===== config.mk =====
export PLATFORM = sky130hd
export DESIGN_NAME = pc_fetch_stage
export DESIGN_NICKNAME = d
export VERILOG_FILES = /design/src/rtl/pc_fetch_stage_pkg.sv /design/src/rtl/pc_fetch_stage_next_pc_sel.sv /design/src/rtl/pc_fetch_stage.sv
export SDC_FILE = /design/constraint.sdc
export NUM_CORES = 1
export LEC_CHECK = 0
export CAP_MARGIN = 20
export CORE_MARGIN = 1.5
export CORE_UTILIZATION = 44
export DETAILED_ROUTE_END_ITERATION = 7
export PLACE_DENSITY = 0.89
export SYNTH_ARGS = -nofsm -noshare
export SYNTH_HDL_FRONTEND = slang
export SYNTH_SLANG_ARGS = --single-unit

===== constraint.sdc =====
create_clock -name clk -period 2.9 [get_ports clk]
set_input_delay 0.435 -clock clk [delete_from_list [all_inputs] [get_ports clk]]
set_output_delay 0.435 -clock clk [all_outputs]
set_load 0.02 [all_outputs]

===== src/rtl/pc_fetch_stage_pkg.sv =====
// Shared constants for the instruction-fetch stage: reset vector, squash word, field positions.
package pc_fetch_stage_pkg;

    localparam int unsigned XLEN = 32;
    localparam int unsigned JIDX_W = 26;

    localparam logic [XLEN-1:0] DEFAULT_RESET_PC  = 32'h0000_0000;
    localparam logic [XLEN-1:0] DEFAULT_NOP_INSTR = 32'h0000_0000;

    // Instruction / address field positions used to build a jump target
    localparam int unsigned JIDX_MSB  = 25;
    localparam int unsigned JIDX_LSB  = 0;
    localparam int unsigned PC_HI_MSB = 31;
    localparam int unsigned PC_HI_LSB = 28;

    // Valid bit of the IF/ID register, viewed as a two-state machine
    typedef enum logic {
        EMPTY = 1'b0,
        LIVE  = 1'b1
    } fetch_state_t;

endpackage


===== src/rtl/pc_fetch_stage_next_pc_sel.sv =====
// Combinational next-PC selection: jump > branch > stall hold > sequential.
module pc_fetch_stage_next_pc_sel
    import pc_fetch_stage_pkg::*;
(
    input  logic [XLEN-1:0]   pc,
    input  logic [XLEN-1:0]   if_pc_plus4,
    input  logic [XLEN-1:0]   branch_offset,
    input  logic [JIDX_W-1:0] jump_index,
    input  logic              if_valid,
    input  logic              jump,
    input  logic              branch_taken,
    input  logic              stall,
    output logic [XLEN-1:0]   next_pc_c,
    output logic              redirect_c,
    output logic              misalign_c
);

    logic [XLEN-1:0] seq_target;
    logic [XLEN-1:0] br_target;
    logic [XLEN-1:0] jmp_target;
    logic [XLEN-1:0] redir_target;

    // Candidate targets; all additions wrap modulo 2^32
    always_comb begin
        seq_target = pc + XLEN'(4);
        br_target  = if_pc_plus4 + branch_offset;
        jmp_target = {if_pc_plus4[PC_HI_MSB:PC_HI_LSB], jump_index[JIDX_MSB:JIDX_LSB], 2'b00};
    end

    // Priority select; redirects from ID only count when IF/ID holds a live instruction
    always_comb begin
        redirect_c   = if_valid & (jump | branch_taken);
        redir_target = jump ? jmp_target : br_target;
        misalign_c   = 1'b0;
        next_pc_c    = seq_target;
        if (redirect_c) begin
            next_pc_c  = redir_target;
            misalign_c = (redir_target[1:0] != 2'b00);
        end else if (stall) begin
            next_pc_c = pc;
        end
    end

endmodule


===== src/rtl/pc_fetch_stage.sv =====
// Instruction-fetch stage: PC register, IF/ID pipeline register and sticky misalignment flag.
module pc_fetch_stage
    import pc_fetch_stage_pkg::*;
#(
    parameter logic [31:0] RESET_PC  = pc_fetch_stage_pkg::DEFAULT_RESET_PC,
    parameter logic [31:0] NOP_INSTR = pc_fetch_stage_pkg::DEFAULT_NOP_INSTR
) (
    input  logic              clk,
    input  logic              rst,
    input  logic              stall,
    input  logic              flush,
    input  logic              branch_taken,
    input  logic [XLEN-1:0]   branch_offset,
    input  logic              jump,
    input  logic [JIDX_W-1:0] jump_index,
    input  logic [XLEN-1:0]   instr_in,
    output logic [XLEN-1:0]   pc,
    output logic [XLEN-1:0]   if_pc_plus4,
    output logic [XLEN-1:0]   if_instr,
    output logic              if_valid,
    output logic              misaligned
);

    fetch_state_t    state_q;
    fetch_state_t    state_d;
    logic [XLEN-1:0] next_pc_c;
    logic            redirect_c;
    logic            misalign_c;
    logic            squash_c;

    pc_fetch_stage_next_pc_sel u_next_pc_sel (
        .pc            (pc),
        .if_pc_plus4   (if_pc_plus4),
        .branch_offset (branch_offset),
        .jump_index    (jump_index),
        .if_valid      (if_valid),
        .jump          (jump),
        .branch_taken  (branch_taken),
        .stall         (stall),
        .next_pc_c     (next_pc_c),
        .redirect_c    (redirect_c),
        .misalign_c    (misalign_c)
    );

    assign squash_c = redirect_c | flush;
    assign if_valid = (state_q == LIVE);

    // Valid-bit state register
    always_ff @(posedge clk or posedge rst) begin
        if (rst) begin
            state_q <= EMPTY;
        end else begin
            state_q <= state_d;
        end
    end

    // Next state: squash empties IF/ID, stall holds, otherwise a fetch lands
    always_comb begin
        state_d = state_q;
        if (squash_c) begin
            state_d = EMPTY;
        end else if (!stall) begin
            state_d = LIVE;
        end
    end

    // Program counter; the selector already folds in stall and redirect priority
    always_ff @(posedge clk or posedge rst) begin
        if (rst) begin
            pc <= RESET_PC;
        end else begin
            pc <= next_pc_c;
        end
    end

    // IF/ID payload: squash to NOP, hold on stall, otherwise capture the fetched word
    always_ff @(posedge clk or posedge rst) begin
        if (rst) begin
            if_instr    <= NOP_INSTR;
            if_pc_plus4 <= '0;
        end else if (squash_c) begin
            if_instr    <= NOP_INSTR;
            if_pc_plus4 <= '0;
        end else if (!stall) begin
            if_instr    <= instr_in;
            if_pc_plus4 <= pc + XLEN'(4);
        end
    end

    // Sticky flag for a redirect to a non-word-aligned target
    always_ff @(posedge clk or posedge rst) begin
        if (rst) begin
            misaligned <= 1'b0;
        end else if (misalign_c) begin
            misaligned <= 1'b1;
        end
    end

endmodule


==> results of run 1 <==
[area by class of cell]
cell class,instances,area share (%)
multi-input combinational,556,40.2
clock inverter,7,0.829
clock buffer,9,2.37
tap,184,2.42
sequential,98,25.8
inverter,13,0.552
timing repair buffer,282,27.8
[cell usage in the layout, fill, tap and decap left out, types with 11 or more instances in the layout]
cell type        count
clkdlybuf4s50_1    191
dfrtp_1             98
buf_4               85
nand2_1             73
o21ai_0             50
nor2_1              44
xor2_1              43
a21oi_1             40
a22o_1              39
xnor2_1             37
ha_1                31
a21o_1              25
nand3_1             24
nor3_1              18
and3_1              12
inv_1               11
[per-stage QoR]
stage	area, sq um	TNS, ns	instances	util (%)
6_report	9510	0	1149	65.9
5_1_grt	9510	-0.0414	1149	65.9
4_1_cts	9420	0	1144	65.3
3_5_place_dp	9110	-3.79	1128	63.2
3_3_place_gp	9110	-2.84	1128	63.2
2_1_floorplan	6480	0	720	-
[per-layer routing]
layer	global-route usage [%]	up-vias	share of wire, %
met4	10.5	0	3.0
met5	0	-	0
met2	44.8	350	47
li1	-	3085	-
met3	6.31	43	8.4
met1	36.5	3166	42
[power by group]
part,leakage (nW),internal (mW),switching [mW],total (mW)
registers,1.25,1.61,0.401,2.01
logic,2.83,1.33,1.34,2.66
clock network,0.150,0.618,0.622,1.24
[logic make-up after synthesis]
family / Yosys count / synth area share, %
AO/OA/AOI/OAI: 222 / 23.5
XOR/XNOR: 80 / 10.8
adder cells (fa/ha/maj): 33 / 6.50
buffers and inverters: 66 / 4.12
flip-flops: 98 / 37.9
multiplexers: 5 / 0.773
AND/OR/NAND/NOR: 216 / 16.4
[state kept, by name, summed over array words and instances (netlist names)]
| signal | count |
|---|---|
| if_instr | 32 |
| if_pc_plus4 | 32 |
| pc | 32 |
| if_valid | 1 |
| misaligned | 1 |
[how the worst max path moves through the flow]
stage	end	from	depth (start not counted)
2_1_floorplan	pc[28]	if_pc_plus4[0]	11
3_3_place_gp	pc[28]	branch_offset[0]	12
3_5_place_dp	pc[28]	branch_offset[0]	12
4_1_cts	pc[30]	branch_offset[0]	13
5_1_grt	pc[31]	branch_offset[7]	12
6_report	pc[26]	branch_offset[2]	11
[repair_timing]
action,in CTS,in global routing
cloned,0,0
buffers inserted,0,5
pin swaps,1,10
gates resized for setup,2,15
setup endpoints to repair,2,9
==> impl_metrics.env, run 1 <==
export IMPL_status="finished clean"
export IMPL_crit_chain="clkdlybuf4s50_1 -> ha_1 -> nor2b_4 -> o31a_1 -> buf_6 -> o211ai_1 -> a31oi_2 -> a211oi_2 -> o31ai_1 -> xnor2_1 -> a221oi_1"
export IMPL_routed_via_count=6644
export IMPL_ys_async_sr_fraction_pct=100
export IMPL_critPathLaunchType="input port"
export IMPL_effective_utilization_at_floorplan_pct=44.9
export IMPL_worst_path_largest_cell_delay_ns=0.43
export IMPL_netlist_area_leader_share_pct=37.9
export IMPL_number_of_enable_type_register_cells_in_the_synthesized_netlist=0
export IMPL_root_cell_of_the_clock_tree="clkbuf_16"
export IMPL_grt_max_degree=57
export IMPL_cp_end_kind="flip-flop"
export IMPL_path_class="in2reg"
export IMPL_syn_mean_instance_area_sq_um=8.99
export IMPL_globalRouteTotalUtil_pct=27.8
export IMPL_number_of_failing_hold_endpoints_at_the_final_stage=0
export IMPL_syn_nets=849
export IMPL_critPathMaxFanout=3
export IMPL_n_fill_cell=1179
export IMPL_design_portCount=194
export IMPL_synthFlopType="dfrtp_1"
export IMPL_drc_errors_left=0
export IMPL_slew_violations=0
export IMPL_time_the_worst_path_needs_with_i_o_delays_and_setup_ns=2.83
export IMPL_die_area_sq_um=15400
export IMPL_slew_headroom_pct=48.0
export IMPL_final_nets=1089
export IMPL_floorplan_die_height_microns=124
export IMPL_min_delay_worst_endpoint="misaligned"
export IMPL_drt_first_iter_violations=451
export IMPL_cts_buffer_depth=2
export IMPL_numPortBuffers=193
export IMPL_routabilityCongestion=0.959
export IMPL_floorplan_core_area_sq_um=14400
export IMPL_fmax_mhz=353
export IMPL_postLayoutSetupSlackWorst_ns=0.0697
export IMPL_crit_reg2reg_launch="if_pc_plus4[0]"
export IMPL_worst_setup_hold_path_clk_slew_ns=0.08
export IMPL_number_of_buffers_added_to_fix_hold_violations_after_cts=0
export IMPL_row_count=44
export IMPL_grt_first_pass_wirelength_microns=34700
export IMPL_total_power_mw=5.91
export IMPL_finalCritPeriodShare_pct=97.6
export IMPL_power_density_cell_area_nw_per_um2=622
export IMPL_critical_path_reg2reg_endpoint="pc[26]"
export IMPL_num_antenna_cells=0
export IMPL_worst_hold_path_num_cells=1
export IMPL_total_clock_buffers_created_by_cts=9
export IMPL_detailedPlace_worstSlack_ns=-0.461
export IMPL_h_tree_depth=3
export IMPL_worst_endpoint_required_ns=3.16
export IMPL_cts_tree="built"
export IMPL_hold_path_class="reg2reg"
export IMPL_yosysMostFrequentCell="dfrtp_1"
export IMPL_postSynthCellCount=720
export IMPL_setup_violations=0
export IMPL_worst_ir_drop_vdd_uv=440
export IMPL_worst_endpoint_arrival_ns=3.09
export IMPL_synth_distinct_cells=59
export IMPL_register_area_sq_um=2450
export IMPL_timing_reg2reg_worst_path_depth=12
export IMPL_area_of_the_multi_input_gates_sq_um=3830
export IMPL_antenna_found_initial=0
export IMPL_synth_ff_latch_count=98
export IMPL_vias_per_cell=5.78
export IMPL_dp_final_hpwl_microns=16200
export IMPL_timing_reg2reg_setup_slack_ns=0.13
export IMPL_syn2layout_area_growth_pct=47.0
export IMPL_leakagePower_nw=4.22
export IMPL_critical_path_top_delay_family="compound AO/OA/AOI/OAI gates"
export IMPL_tightest_slew_ns=0.778
export IMPL_fin_worst_skew_ns=0.00599
export IMPL_post_synth_top_area_cell="dfrtp_1"
export IMPL_synth_top_cells_by_area="dfrtp_1 (38%), ha_1 (6.2%), xor2_1 (5.8%)"
export IMPL_drt_wl_total_microns=21700
export IMPL_mappedNetlistArea_sq_um=6470
export IMPL_wire_per_inst_microns=18.9
export IMPL_worst_hold_slack_ns=0.467
export IMPL_timing_critical_path_slowest_stage_cell="clkdlybuf4s50_1"
export IMPL_cap_violations=0
export IMPL_horizontal_extent_of_the_die_microns=124
export IMPL_synth_sequential_area_ratio_pct=37.9
export IMPL_startpoint_of_the_lowest_slack_hold_path="misaligned"
export IMPL_final_layout_size_suffix_gt1_share_pct=13.9
export IMPL_overflow_after_grt=0
export IMPL_cp_num_buf_inv=2
export IMPL_number_of_global_route_vias_before_repair=6741
export IMPL_ys_warn_count=0
export IMPL_synth_top_cells_by_count="dfrtp_1 (98), nand2_1 (73), o21ai_0 (52), nor2_1 (44), xor2_1 (43)"
export IMPL_drtPass1Iterations=6
export IMPL_clock_sinks=98
export IMPL_detail_route_antenna_nets=0
export IMPL_clk_insertion_delay_late_ns=0.36
(Power assumes the default switching activity.)
==> run 2: changes to the inputs <==
- CORE_UTILIZATION: 44 -> 52
- PLACE_DENSITY: 0.89 -> 0.95
- RECOVER_POWER: unset -> 25
- clock period: 2.9 -> 3.3 ns (I/O delays scaled with it)
==> impl_metrics.env, run 2 (same netlist as run 1, synthesis figures left out) <==
export IMPL_root_cell_of_the_clock_tree="clkbuf_16"
export IMPL_switching_power_mw=2.03
export IMPL_antenna_found_initial=0
export IMPL_numPortBuffers=193
export IMPL_die_area_sq_um=13100
export IMPL_cts_buffer_depth=2
export IMPL_postLayoutSetupSlackWorst_ns=0.204
export IMPL_hold_path_class="reg2reg"
export IMPL_fraction_of_power_consumed_by_sequential_logic_pct=34.8
export IMPL_globalRouteTotalUtil_pct=32.1
export IMPL_syn2layout_area_growth_pct=39.1
export IMPL_finish_utilization_pct=74.6
export IMPL_final_layout_size_suffix_gt1_share_pct=7.57
export IMPL_finish_instance_area_sq_um=9000
export IMPL_slew_violations=0
export IMPL_slew_headroom_pct=8.75
export IMPL_final_cell_mix="clkdlybuf4s50_1 (192), dfrtp_1 (98), nand2_1 (73)"
export IMPL_worst_endpoint_required_ns=3.52
export IMPL_worst_ir_drop_vdd_uv=506
export IMPL_status="finished clean"
export IMPL_power_density_cell_area_nw_per_um2=566
export IMPL_detailedPlace_worstSlack_ns=-0.179
export IMPL_cell_internal_pwr_mw=3.07
export IMPL_worst_hold_slack_ns=0.486
export IMPL_tightest_slew_ns=1.36
export IMPL_cts_tree="built"
export IMPL_n_fill_cell=854
export IMPL_cp_num_buf_inv=2
export IMPL_effective_utilization_at_floorplan_pct=53.7
export IMPL_worst_hold_path_num_cells=1
export IMPL_grt_first_pass_wirelength_microns=32600
export IMPL_worst_setup_hold_path_clk_slew_ns=0.08
export IMPL_worst_path_largest_cell_delay_ns=0.53
export IMPL_final_nets=1035
export IMPL_setup_tns_ns=0
export IMPL_number_of_global_route_vias_before_repair=6443
export IMPL_post_place_cells=1063
export IMPL_row_count=40
export IMPL_number_of_failing_hold_endpoints_at_the_final_stage=0
export IMPL_drt_wl_total_microns=20900
export IMPL_path_class="in2reg"
export IMPL_share_comb_of_total_power_pct=42.8
export IMPL_layout_cells_non_filler=1079
export IMPL_leakagePower_nw=3.92
export IMPL_floorplan_die_height_microns=115
export IMPL_worst_endpoint_arrival_ns=3.32
export IMPL_clock_sinks=98
export IMPL_setup_violations=0
export IMPL_time_the_worst_path_needs_with_i_o_delays_and_setup_ns=3.10
export IMPL_drtPass1Iterations=5
export IMPL_floorplan_core_area_sq_um=12100
export IMPL_dp_final_hpwl_microns=15300
export IMPL_number_of_buffers_added_to_fix_hold_violations_after_cts=0
export IMPL_fin_worst_skew_ns=0.00952
export IMPL_vias_per_cell=6.01
export IMPL_crit_chain="clkdlybuf4s50_1 -> ha_1 -> inv_1 -> fa_1 -> nor2b_1 -> o31a_1 -> o21ai_1 -> a211oi_2 -> o311a_1 -> o21ai_0 -> a2111oi_1 -> nor3b_2"
export IMPL_overflow_after_grt=0
export IMPL_finalCritPeriodShare_pct=93.8
export IMPL_num_antenna_cells=0
export IMPL_timing_critical_path_slowest_stage_cell="a2111oi_1"
export IMPL_cap_violations=0
export IMPL_netSwitchingFraction_pct=39.8
export IMPL_critPathLaunchType="input port"
export IMPL_clk_insertion_delay_late_ns=0.35
export IMPL_detail_route_antenna_nets=0
export IMPL_post_cts_setup_buffers=0
export IMPL_largestRegisters="if_instr x32, if_pc_plus4 x32, pc x32"
export IMPL_cp_end_kind="flip-flop"
export IMPL_critPathMaxFanout=2
export IMPL_horizontal_extent_of_the_die_microns=115
export IMPL_critical_path_top_delay_family="compound AO/OA/AOI/OAI gates"
export IMPL_drc_errors_left=0
export IMPL_drt_first_iter_violations=547
export IMPL_critical_path_depth=12
export IMPL_grt_max_degree=68
export IMPL_wire_per_inst_microns=19.4
export IMPL_fmax_mhz=323
export IMPL_rsz0062_at_grt="no"
export IMPL_design_portCount=194
export IMPL_clockPowerShare_pct=22.4
export IMPL_routabilityCongestion=0.946
export IMPL_layout_commonest_cell="clkdlybuf4s50_1"
export IMPL_timing_reg2reg_worst_path_depth=12
export IMPL_h_tree_depth=3
export IMPL_instance_area_at_placement_sq_um=8700
export IMPL_total_power_mw=5.10
export IMPL_routed_via_count=6489
export IMPL_total_clock_buffers_created_by_cts=9
==> run 2: cell count changes in the layout (fill, tap and decap cells not counted), moves of 2 or more <==
cell	delta
a211oi_2	-2
dlymetal6s2s_1	-2
inv_8	-3
buf_4	-51
inv_6	+3
buf_12	-3
o21ai_2	-2
a211oi_1	+2
==> run 2: final cells by class <==
class                           count  area (sq um)  area share, %
Multi-Input combinational cell    556          3780           42.0
Sequential cell                    98          2450           27.2
Timing Repair Buffer              228          2190           24.4
Clock buffer                        9           225           2.50
Tap cell                          168           210           2.34
Clock inverter                      7          92.6           1.03
Inverter                           13          50.0          0.556
==> run 2: power groups by stage <==
stage / logic (mW) / clock network, mW / registers [mW]
floorplan: 1.10 / 0 / 1.92
detailed placement: 2.14 / 0 / 1.78
finish: 2.18 / 1.14 / 1.78
global placement: 2.09 / 0 / 1.77
CTS: 2.17 / 1.15 / 1.76
global route: 2.34 / 1.20 / 1.81
==> run 2: repair_timing <==
action | CTS | global route
resized for setup | 0 | 1
setup endpoints to repair | 0 | 1
hold endpoints to repair | 0 | 0
==> run 2: routing by layer <==
| layer | vias up | share of wire, % | wire length [microns] | track usage, % |
|---|---|---|---|---|
| met4 | 0 | 3.1 | 641 | 13.2 |
| met5 | - | 0 | 0 | 0 |
| li1 | 2980 | - | - | - |
| met2 | 365 | 49 | 10200 | 54.2 |
| met1 | 3085 | 40 | 8300 | 41.0 |
| met3 | 59 | 8.8 | 1840 | 5.19 |
==> run 2: final timing paths <==
kind	start	endpoint	slack (ns)
max	branch_offset[0]	pc[28]	0.20
max reg2reg	if_pc_plus4[0]	pc[30]	0.40
max in group asynchronous	rst	pc[16]	0.77
min	misaligned	misaligned	0.49
min in group asynchronous	rst	if_instr[1]	0.89
min reg2reg	misaligned	misaligned	0.49
